## config.mk

```make
export PLATFORM = sky130hd
export DESIGN_NAME = id_ex_stage
export DESIGN_NICKNAME = d
export VERILOG_FILES = /design/src/rtl/id_ex_stage.sv
export SDC_FILE = /design/constraint.sdc
export NUM_CORES = 1
export LEC_CHECK = 0
export ABC_AREA = 1
export BUFFER_PORTS_ARGS = -buffer_cell sky130_fd_sc_hd__buf_2
export CORE_AREA = 3 3 128 130
export DETAILED_ROUTE_END_ITERATION = 8
export DIE_AREA = 0 0 131 133
export PLACE_DENSITY = 0.75
export SLEW_MARGIN = 20
export SYNTH_ARGS = -nofsm -noshare
export SYNTH_HDL_FRONTEND = slang
export SYNTH_SLANG_ARGS = --single-unit
```

## constraint.sdc

```tcl
create_clock -name clk_i -period 2 [get_ports clk_i]
set_clock_uncertainty 0.15 [all_clocks]
set_input_delay 0.3 -clock clk_i [delete_from_list [all_inputs] [get_ports clk_i]]
set_output_delay 0.3 -clock clk_i [all_outputs]
set_load 0.02 [all_outputs]
```

## src/rtl/id_ex_stage.sv

```systemverilog
// ID/EX pipeline register with load-use hazard detection, fetch write enables,
// branch-flush bubbles and a saturating stall-cycle counter.
module id_ex_stage #(
   parameter int DATA_W = 32,
   parameter int REG_AW = 5,
   parameter int CNT_W  = 16
) (
   input  logic              clk_i,
   input  logic              rst_i,
   input  logic [REG_AW-1:0] id_rs_i,
   input  logic [REG_AW-1:0] id_rt_i,
   input  logic [REG_AW-1:0] id_rd_i,
   input  logic              id_uses_rs_i,
   input  logic              id_uses_rt_i,
   input  logic [DATA_W-1:0] id_rdata1_i,
   input  logic [DATA_W-1:0] id_rdata2_i,
   input  logic [DATA_W-1:0] id_imm_i,
   input  logic [DATA_W-1:0] id_pc4_i,
   input  logic [9:0]        id_ctrl_i,
   input  logic              flush_i,
   input  logic              hold_i,
   output logic [REG_AW-1:0] ex_rs_o,
   output logic [REG_AW-1:0] ex_rt_o,
   output logic [REG_AW-1:0] ex_rd_o,
   output logic [DATA_W-1:0] ex_rdata1_o,
   output logic [DATA_W-1:0] ex_rdata2_o,
   output logic [DATA_W-1:0] ex_imm_o,
   output logic [DATA_W-1:0] ex_pc4_o,
   output logic [9:0]        ex_ctrl_o,
   output logic              ex_valid_o,
   output logic              pc_write_o,
   output logic              ifid_write_o,
   output logic [CNT_W-1:0]  stall_cnt_o
);

   // ctrl layout: {RegWrite, MemToReg, MemRead, MemWrite, Branch, ALUSrc, RegDst, ALUOp[2:0]}
   localparam int MEM_READ_BIT = 7;

   logic rs_hit;
   logic rt_hit;
   logic hz;
   logic fetch_en;

   always_comb begin
      rs_hit = id_uses_rs_i && (id_rs_i == ex_rt_o);
      rt_hit = id_uses_rt_i && (id_rt_i == ex_rt_o);
      hz     = ex_valid_o && ex_ctrl_o[MEM_READ_BIT] && (ex_rt_o != '0) && (rs_hit || rt_hit);
      // a taken branch overrides the stall so the PC can pick up the target
      fetch_en = !(hz && !flush_i) && !hold_i;
   end

   assign pc_write_o   = fetch_en;
   assign ifid_write_o = fetch_en;

   // Operand/address fields carry no meaning in a bubble, so they load on every
   // non-held edge; only ctrl and valid decide whether the slot is live.
   always_ff @(posedge clk_i) begin
      if (rst_i) begin
         ex_rs_o     <= '0;
         ex_rt_o     <= '0;
         ex_rd_o     <= '0;
         ex_rdata1_o <= '0;
         ex_rdata2_o <= '0;
         ex_imm_o    <= '0;
         ex_pc4_o    <= '0;
      end else if (flush_i || !hold_i) begin
         ex_rs_o     <= id_rs_i;
         ex_rt_o     <= id_rt_i;
         ex_rd_o     <= id_rd_i;
         ex_rdata1_o <= id_rdata1_i;
         ex_rdata2_o <= id_rdata2_i;
         ex_imm_o    <= id_imm_i;
         ex_pc4_o    <= id_pc4_i;
      end
   end

   always_ff @(posedge clk_i) begin
      if (rst_i) begin
         ex_ctrl_o   <= '0;
         ex_valid_o  <= 1'b0;
         stall_cnt_o <= '0;
      end else if (flush_i) begin
         ex_ctrl_o  <= '0;
         ex_valid_o <= 1'b0;
      end else if (hold_i) begin
         ex_ctrl_o  <= ex_ctrl_o;
         ex_valid_o <= ex_valid_o;
      end else if (hz) begin
         ex_ctrl_o  <= '0;
         ex_valid_o <= 1'b0;
         if (stall_cnt_o != '1) begin
            stall_cnt_o <= stall_cnt_o + CNT_W'(1);
         end
      end else begin
         ex_ctrl_o  <= id_ctrl_i;
         ex_valid_o <= 1'b1;
      end
   end

endmodule

```

==> summary.txt, run 1 <==
Detailed routing
  • Post-DR wirelength/cell: ~15 um
  • DR iter-0 viols: roughly 440
  • Avg Vias per Cell: a little under 5
  • Post-route antenna net violation count: 0
  • Final routed DRC violation total: 0
  • Total number of vias: 7541
  • First-pass detailed-route iteration total: 5
  • Routed Wire Length: around 24000 um

GRT
  • Grt ovf: 0
  • Vias in the first global route: roughly 7200
  • First-pass GRT wire length: between 30000 and 40000 um
  • All-Layer GR Usage: 0.253
  • Antenna violations before repair: 3
  • Pin count of the biggest net entering global routing: roughly 80

Setup path
  • R2R Path Start: ex_rt_o[4]
  • Crit path from: ex_rt_o[4]
  • Startpoint types: flip-flop
  • CP Class: flip-flop to primary output
  • Reg2Reg Depth: 13
  • Flop2flop setup slack: ~0.11 ns
  • Arr. time, crit path: roughly 1.6 ns
  • Worst Setup End Kind: primary output
  • CP Data Required Time: 1.55 ns
  • CP Max Fanout: 4

Cells and area
  • Layout cell share with drive strength beyond 1: 0.311
  • Synth-to-Final Area Change: 58.5%
  • Layout fillers: roughly 1200
  • Final Non-Filler Cells: around 1500
  • Layout Nets: 1479

Timing
  • Post-route clock period utilization: 1.02
  • Max Slew Vio Count: 0
  • Min Hold Slack: roughly 0.0019 ns
  • Hold Vio Cnt, Final: 0
  • Minimum clock period: 2.05 ns
  • Fmax: about 490 MHz
  • Worst slew margin: 0.738
  • Worst setup margin: -0.0478 ns
  • Worst-margin pin slew: ~0.39 ns
  • RSZ-0062 raised after global routing: true
  • Number of setup violations in the final report: 2

Placed design
  • DPL Wire Length: between 10000 and 15000 um
  • GPL Wtd Cong: 0.850
  • Inst Count DP: 1372
  • PortBufs: 330

Die
  • Total core area: between 0.015 and 0.02 mm^2
  • Num ports: 331
  • Initial core utilization: 0.425
  • Die ar.: 0.0174 mm^2
  • Std-Cell Rows: 45
  • Die W: 131 um
  • Die Ht: approximately 130 um

Pwr
  • Power share of the clock group: 0.381
  • Reg power frac: 0.449
  • PwrDens: between 800 and 900 mW/mm^2
  • Leak: around 5.2 nW
  • Comb power frac: 0.170
  • Switching portion of total power: 0.282
  • Worst IR drop on VDD: ~0.57 mV
  • Sw power: between 2 and 2.5 mW
  • Pint: 5.94 mW

Clocking
  • CTS Sinks: between 150 and 200
  • CTS tree: done
  • H-tree levels: 4
  • CTS buffer count: 17
  • CTS root buffer: clkbuf_16
  • Max clock buf depth: 2
  • Clock Latency Late Sink: between 0.4 and 0.5 ns
  • Worst-path clk slew: 0.06 ns

Logic synthesis
  • Cell variety after synth: 26
  • Warnings from Yosys: 0
  • Avg Cell Area, Syn: 7.43 um^2
  • Mapped Area: roughly 0.0065 mm^2
  • Post-synth EDFFs: 0
  • Ys async rst share: 0
  • Ys flop type: dfxtp_1
  • Post-synthesis sequential area ratio: 0.525
  • Post-synth net total: 1033
  • Register bit total from synthesis: 170
  • Cells after synthesis: 873

Worst hold path
  • Hold path depth: 3
  • Hold Path Class: primary input to flip-flop
  • Worst Hold Launch: id_pc4_i[9]

Run status
  • Violated checks: negative setup slack
  • Status: finished with violations

Job
  • Max Cap Viol: 0
==> timing repair <==
item,in CTS,in global routing
setup endpoints to repair,2,3
resized for setup,12,8
hold buffers,134,0
pin swaps,3,1
endpoints found under the hold margin,135,0
buffers inserted,2,3
==> kinds of logic after synthesis <==
logic type	share of synthesized area
flip-flops	0.525
XOR/XNOR	0.00270
AND/OR/NAND/NOR	0.280
buffers and inverters	0.0579
AO/OA/AOI/OAI	0.133
adder cells (fa/ha/maj)	0.00193
==> layer usage <==
layer | GRT usage | vias up | wire length [um]
met2 | 0.446 | 356 | 12100
met5 | 0 | - | 0
met1 | 0.263 | 3423 | 8470
li1 | - | 3689 | -
met3 | 0.0925 | 73 | 2200
met4 | 0.113 | 0 | 813
==> per-stage QoR <==
step / TNS (ns) / power (mW) / util / cell area, um^2 / worst slack, ns
2_1_floorplan: 0 / 4.43 / - / 6480 / 0.162
3_3_place_gp: 0 / 4.90 / 0.544 / 8290 / 0.241
3_5_place_dp: 0 / 4.92 / 0.544 / 8290 / 0.218
4_1_cts: -0.0696 / 8.27 / 0.671 / 10200 / -0.0352
5_1_grt: -0.293 / 8.59 / 0.674 / 10300 / -0.136
6_report: -0.0940 / 8.27 / 0.674 / 10300 / -0.0478
==> area by class of cell <==
type,instances,area (um^2),area share
Inverter,31,126,0.0123
Tap cell,211,264,0.0257
Antenna cell,2,5.00,0.000487
Clock buffer,18,439,0.0427
Sequential cell,170,3410,0.332
Multi-Input combinational cell,619,2730,0.265
Clock inverter,13,118,0.0114
Timing Repair Buffer,480,3190,0.310
==> worst max-delay path, cell delays in order, from the launching register on <==
cell	delay [ns]
dfxtp_2	0.36
inv_2	0.06
nand2_1	0.07
nand2_1	0.06
nor2_1	0.11
nand3_1	0.09
nand2_2	0.11
nand3_4	0.08
nand2_2	0.07
inv_2	0.05
buf_6	0.12
==> cells in the final DEF (no fill, tap or decap), types with 11 or more instances in the layout <==
| cell type | netlist | final |
|---|---|---|
| nand2_1 | 79 | 75 |
| buf_4 | 10 | 11 |
| clkbuf_16 | 0 | 17 |
| dlygate4sd3_1 | 0 | 134 |
| dfxtp_1 | 170 | 165 |
| buf_2 | 10 | 328 |
| a21oi_1 | 28 | 28 |
| inv_1 | 23 | 20 |
| nor2_1 | 316 | 315 |
| o21ai_0 | 144 | 144 |
| nand3_1 | 26 | 26 |
==> cells in the mapped netlist, types with 6 or more instances <==
master,n,area (um^2)
a21oi_1,28,140
dfxtp_1,170,3400
buf_2,10,50.1
inv_2,7,26.3
nand3_1,26,130
clkbuf_1,31,116
nand2_1,79,297
nor2_1,316,1190
nand4_1,6,37.5
o21ai_0,144,721
buf_4,10,75.1
inv_1,23,86.3
==> registers in the layout, indices dropped and copies added (netlist names) <==
| name | count |
|---|---|
| stall_cnt_o | 16 |
| ex_ctrl_o | 10 |
| ex_rs_o | 5 |
| ex_imm_o | 32 |
| ex_rdata2_o | 32 |
| ex_pc4_o | 32 |
| ex_rt_o | 5 |
| ex_valid_o | 1 |
| ex_rdata1_o | 32 |
| ex_rd_o | 5 |
==> path summary, 6_finish.rpt <==
| path | end |
|---|---|
| hold / removal | ex_pc4_o[9] |
| hold reg to reg | ex_ctrl_o[3] |
| setup / recovery | ifid_write_o |
| setup reg to reg | stall_cnt_o[15] |
==> power by group through the flow <==
stage | Combinational (mW) | Sequential (mW) | Clock (mW)
3_3_place_gp | 1.13 | 3.77 | 0
6_report | 1.40 | 3.71 | 3.16
5_1_grt | 1.52 | 3.74 | 3.33
4_1_cts | 1.36 | 3.71 | 3.20
2_1_floorplan | 0.385 | 4.05 | 0
3_5_place_dp | 1.14 | 3.78 | 0
No activity file was read; power rests on OpenSTA's default activity.
==> run 2, diff against run 1 <==
Settings changed: CAP_MARGIN from default to 20, MAX_ROUTING_LAYER from default to met4, TNS_END_PERCENT from default to 20.
==> summary.txt, run 2 (synthesis results as in run 1) <==
Timing
  • Worst-margin pin slew: 0.433 ns (+0.0414 ns)
  • Hold Vio Cnt, Final: 0 (unchanged)
  • Minimum clock period: 2.00 ns (-0.0456 ns)
  • Min Hold Slack: 0.0124 ns (+0.0105 ns)
  • Post-route clock period utilization: 1.00 (-0.0228)
  • Number of setup violations in the final report: 2 (unchanged)
  • Setup TNS: -0.00375 ns (+0.0903 ns)
  • Max Slew Vio Count: 0 (unchanged)
  • RSZ-0062 raised after global routing: true
  • Worst setup margin: -0.00221 ns (+0.0456 ns)
  • Worst slew margin: 0.708 (-0.0300)
  • Fmax: 499 MHz (+2.3%)

Clocking
  • Max clock buf depth: 2 (unchanged)
  • Worst-path clk slew: 0.07 ns (about the same)
  • CTS tree: done
  • CTS Sinks: 170 (unchanged)
  • Clock Latency Late Sink: 0.42 ns (about the same)
  • CTS root buffer: clkbuf_16
  • CTS buffer count: 17 (unchanged)
  • H-tree levels: 4 (unchanged)

Pwr
  • PwrDens: 803 mW/mm^2 (-0.23%)
  • Worst IR drop on VDD: 0.545 mV (-4.4%)
  • Leak: 5.20 nW (about the same)
  • Tot Pwr: 8.30 mW (+0.26%)

Cells and area
  • Fin util: 0.677 (+0.00328)
  • Layout cell share with drive strength beyond 1: 0.310 (-0.000932)
  • Final Non-Filler Cells: 1549 (+0.32%)
  • Most frequent cells in the layout: buf_2 (328), nor2_1 (314), dfxtp_1 (165)
  • Synth-to-Final Area Change: 59.3%
  • Fin area: 0.0103 mm^2 (+0.49%)
  • Layout Nets: 1482 (+0.20%)
  • Commonest non-fill, non-tap cell in the layout: buf_2

Detailed routing
  • First-pass detailed-route iteration total: 5 (unchanged)
  • DR iter-0 viols: 541 (+22%)
  • Post-DR wirelength/cell: 15.4 um (+1.0%)
  • Post-route antenna net violation count: 0 (unchanged)
  • Total number of vias: 7575 (+0.45%)
  • Routed Wire Length: 23900 um (+1.3%)
  • Final routed DRC violation total: 0 (unchanged)
  • Avg Vias per Cell: 4.89 (+0.13%)

Die
  • Initial core utilization: 0.425 (unchanged)
  • Die ar.: 0.0174 mm^2 (unchanged)
  • Die W: 131 um (unchanged)
  • Total core area: 0.0153 mm^2 (unchanged)
  • Die Ht: 133 um (unchanged)
  • Std-Cell Rows: 45 (unchanged)
  • Num ports: 331 (unchanged)

Setup path
  • Slowest CP cell: dfxtp_4
  • CP Class: flip-flop to primary output
  • CP Data Required Time: 1.55 ns (about the same)
  • Arr. time, crit path: 1.55 ns (-0.05 ns)
  • CP Max Fanout: 4 (unchanged)
  • CP peak stage delay: 0.36 ns (about the same)
  • Worst Setup End Kind: primary output
  • CP cell instances: nor2_2 -> nand4_1 -> nand3_1 -> inv_2 -> nand3_4 -> nand2_2 -> inv_2 -> buf_6
  • Family with the most delay on the worst path: simple AND/OR/NAND/NOR gates
  • Startpoint types: flip-flop
  • Worst path most repeated cell: inv_2
  • Worst Path Buf+Inv: 3 (unchanged)

GRT
  • All-Layer GR Usage: 0.268 (+0.0150)
  • Antenna violations before repair: 3 (unchanged)
  • First-pass GRT wire length: 36200 um (+3.2%)
  • Grt ovf: 0 (unchanged)
  • Vias in the first global route: 7362 (+2.0%)
  • Pin count of the biggest net entering global routing: 106 (+31%)

Placed design
  • PortBufs: 330 (unchanged)
  • DPL Wire Length: 14500 um (+0.41%)
  • Setup slack after placement: 0.231 ns (+0.0130 ns)
  • GPL Wtd Cong: 0.839 (-1.4%)
  • Post-DP Area: 0.00829 mm^2 (about the same)
  • Inst Count DP: 1371 (-0.073%)

Run status
  • Violated checks: negative setup slack
  • Status: finished with violations

Worst hold path
  • Hold Path Class: primary input to flip-flop

Job
  • Max Cap Viol: 0 (unchanged)
run 2: cell count changes in the layout (fill, tap and decap cells not counted), sizes merged, moves of 2 or more:
cell	delta
buf	-2
dlygate4sd3	+5
inv	+4
clkinv	-4
clkinvlp	+2
run 2: cell type report:
cell class / count / area, um^2
diodes: 3 / 7.51
clock buffers: 18 / 439
clock inverters: 14 / 125
fillers: 1206 / 4930
inverters: 31 / 126
multi-input cells: 619 / 2730
flip-flops and latches: 170 / 3420
well taps: 211 / 264
repair buffers: 483 / 3220
run 2: final timing paths:
kind	from	to	slack, ns	cells after the start
max	ex_rt_o[4]	pc_write_o	-0.002	8
min	id_rdata1_i[22]	ex_rdata1_o[22]	0.01	3
max reg2reg	ex_rt_o[3]	stall_cnt_o[3]	0.16	14
min reg2reg	ex_ctrl_o[9]	ex_ctrl_o[9]	0.32	2
run 2: worst register-to-register path, stage by stage, from the launching register on:
cell and delay [ns]:
dfxtp_2 0.36, inv_2 0.06, nand2_1 0.06, nand2_1 0.06, nor2_1 0.09, nand3_1 0.09
nand2_2 0.10, nand3_4 0.08, buf_4 0.13, buf_4 0.12, buf_4 0.15, nor2_2 0.13
nand2_1 0.06, nand2_1 0.06, nor2_1 0.05
run 2: what timing repair did:
item | CTS | global route
buffers inserted | 3 | 1
hold buffers | 139 | 0
gates resized for setup | 15 | 7
pin swaps | 3 | 6
hold endpoints to repair | 140 | 0
setup endpoints to repair | 2 | 2
run 2: where the power goes:
group | internal [mW] | leakage [nW] | switching [mW] | total (mW)
registers | 3.60 | 1.41 | 0.114 | 3.72
logic | 0.593 | 3.53 | 0.819 | 1.41
clock network | 1.67 | 0.266 | 1.50 | 3.17
total | 5.87 | 5.20 | 2.43 | 8.30
run 2: layer usage:
metal	vias up	global-route usage	wire length, um
met5	-	-	0
met4	0	0.131	1060
met3	94	0.0989	2060
met2	332	0.451	11900
met1	3457	0.270	8810
li1	3692	-	-
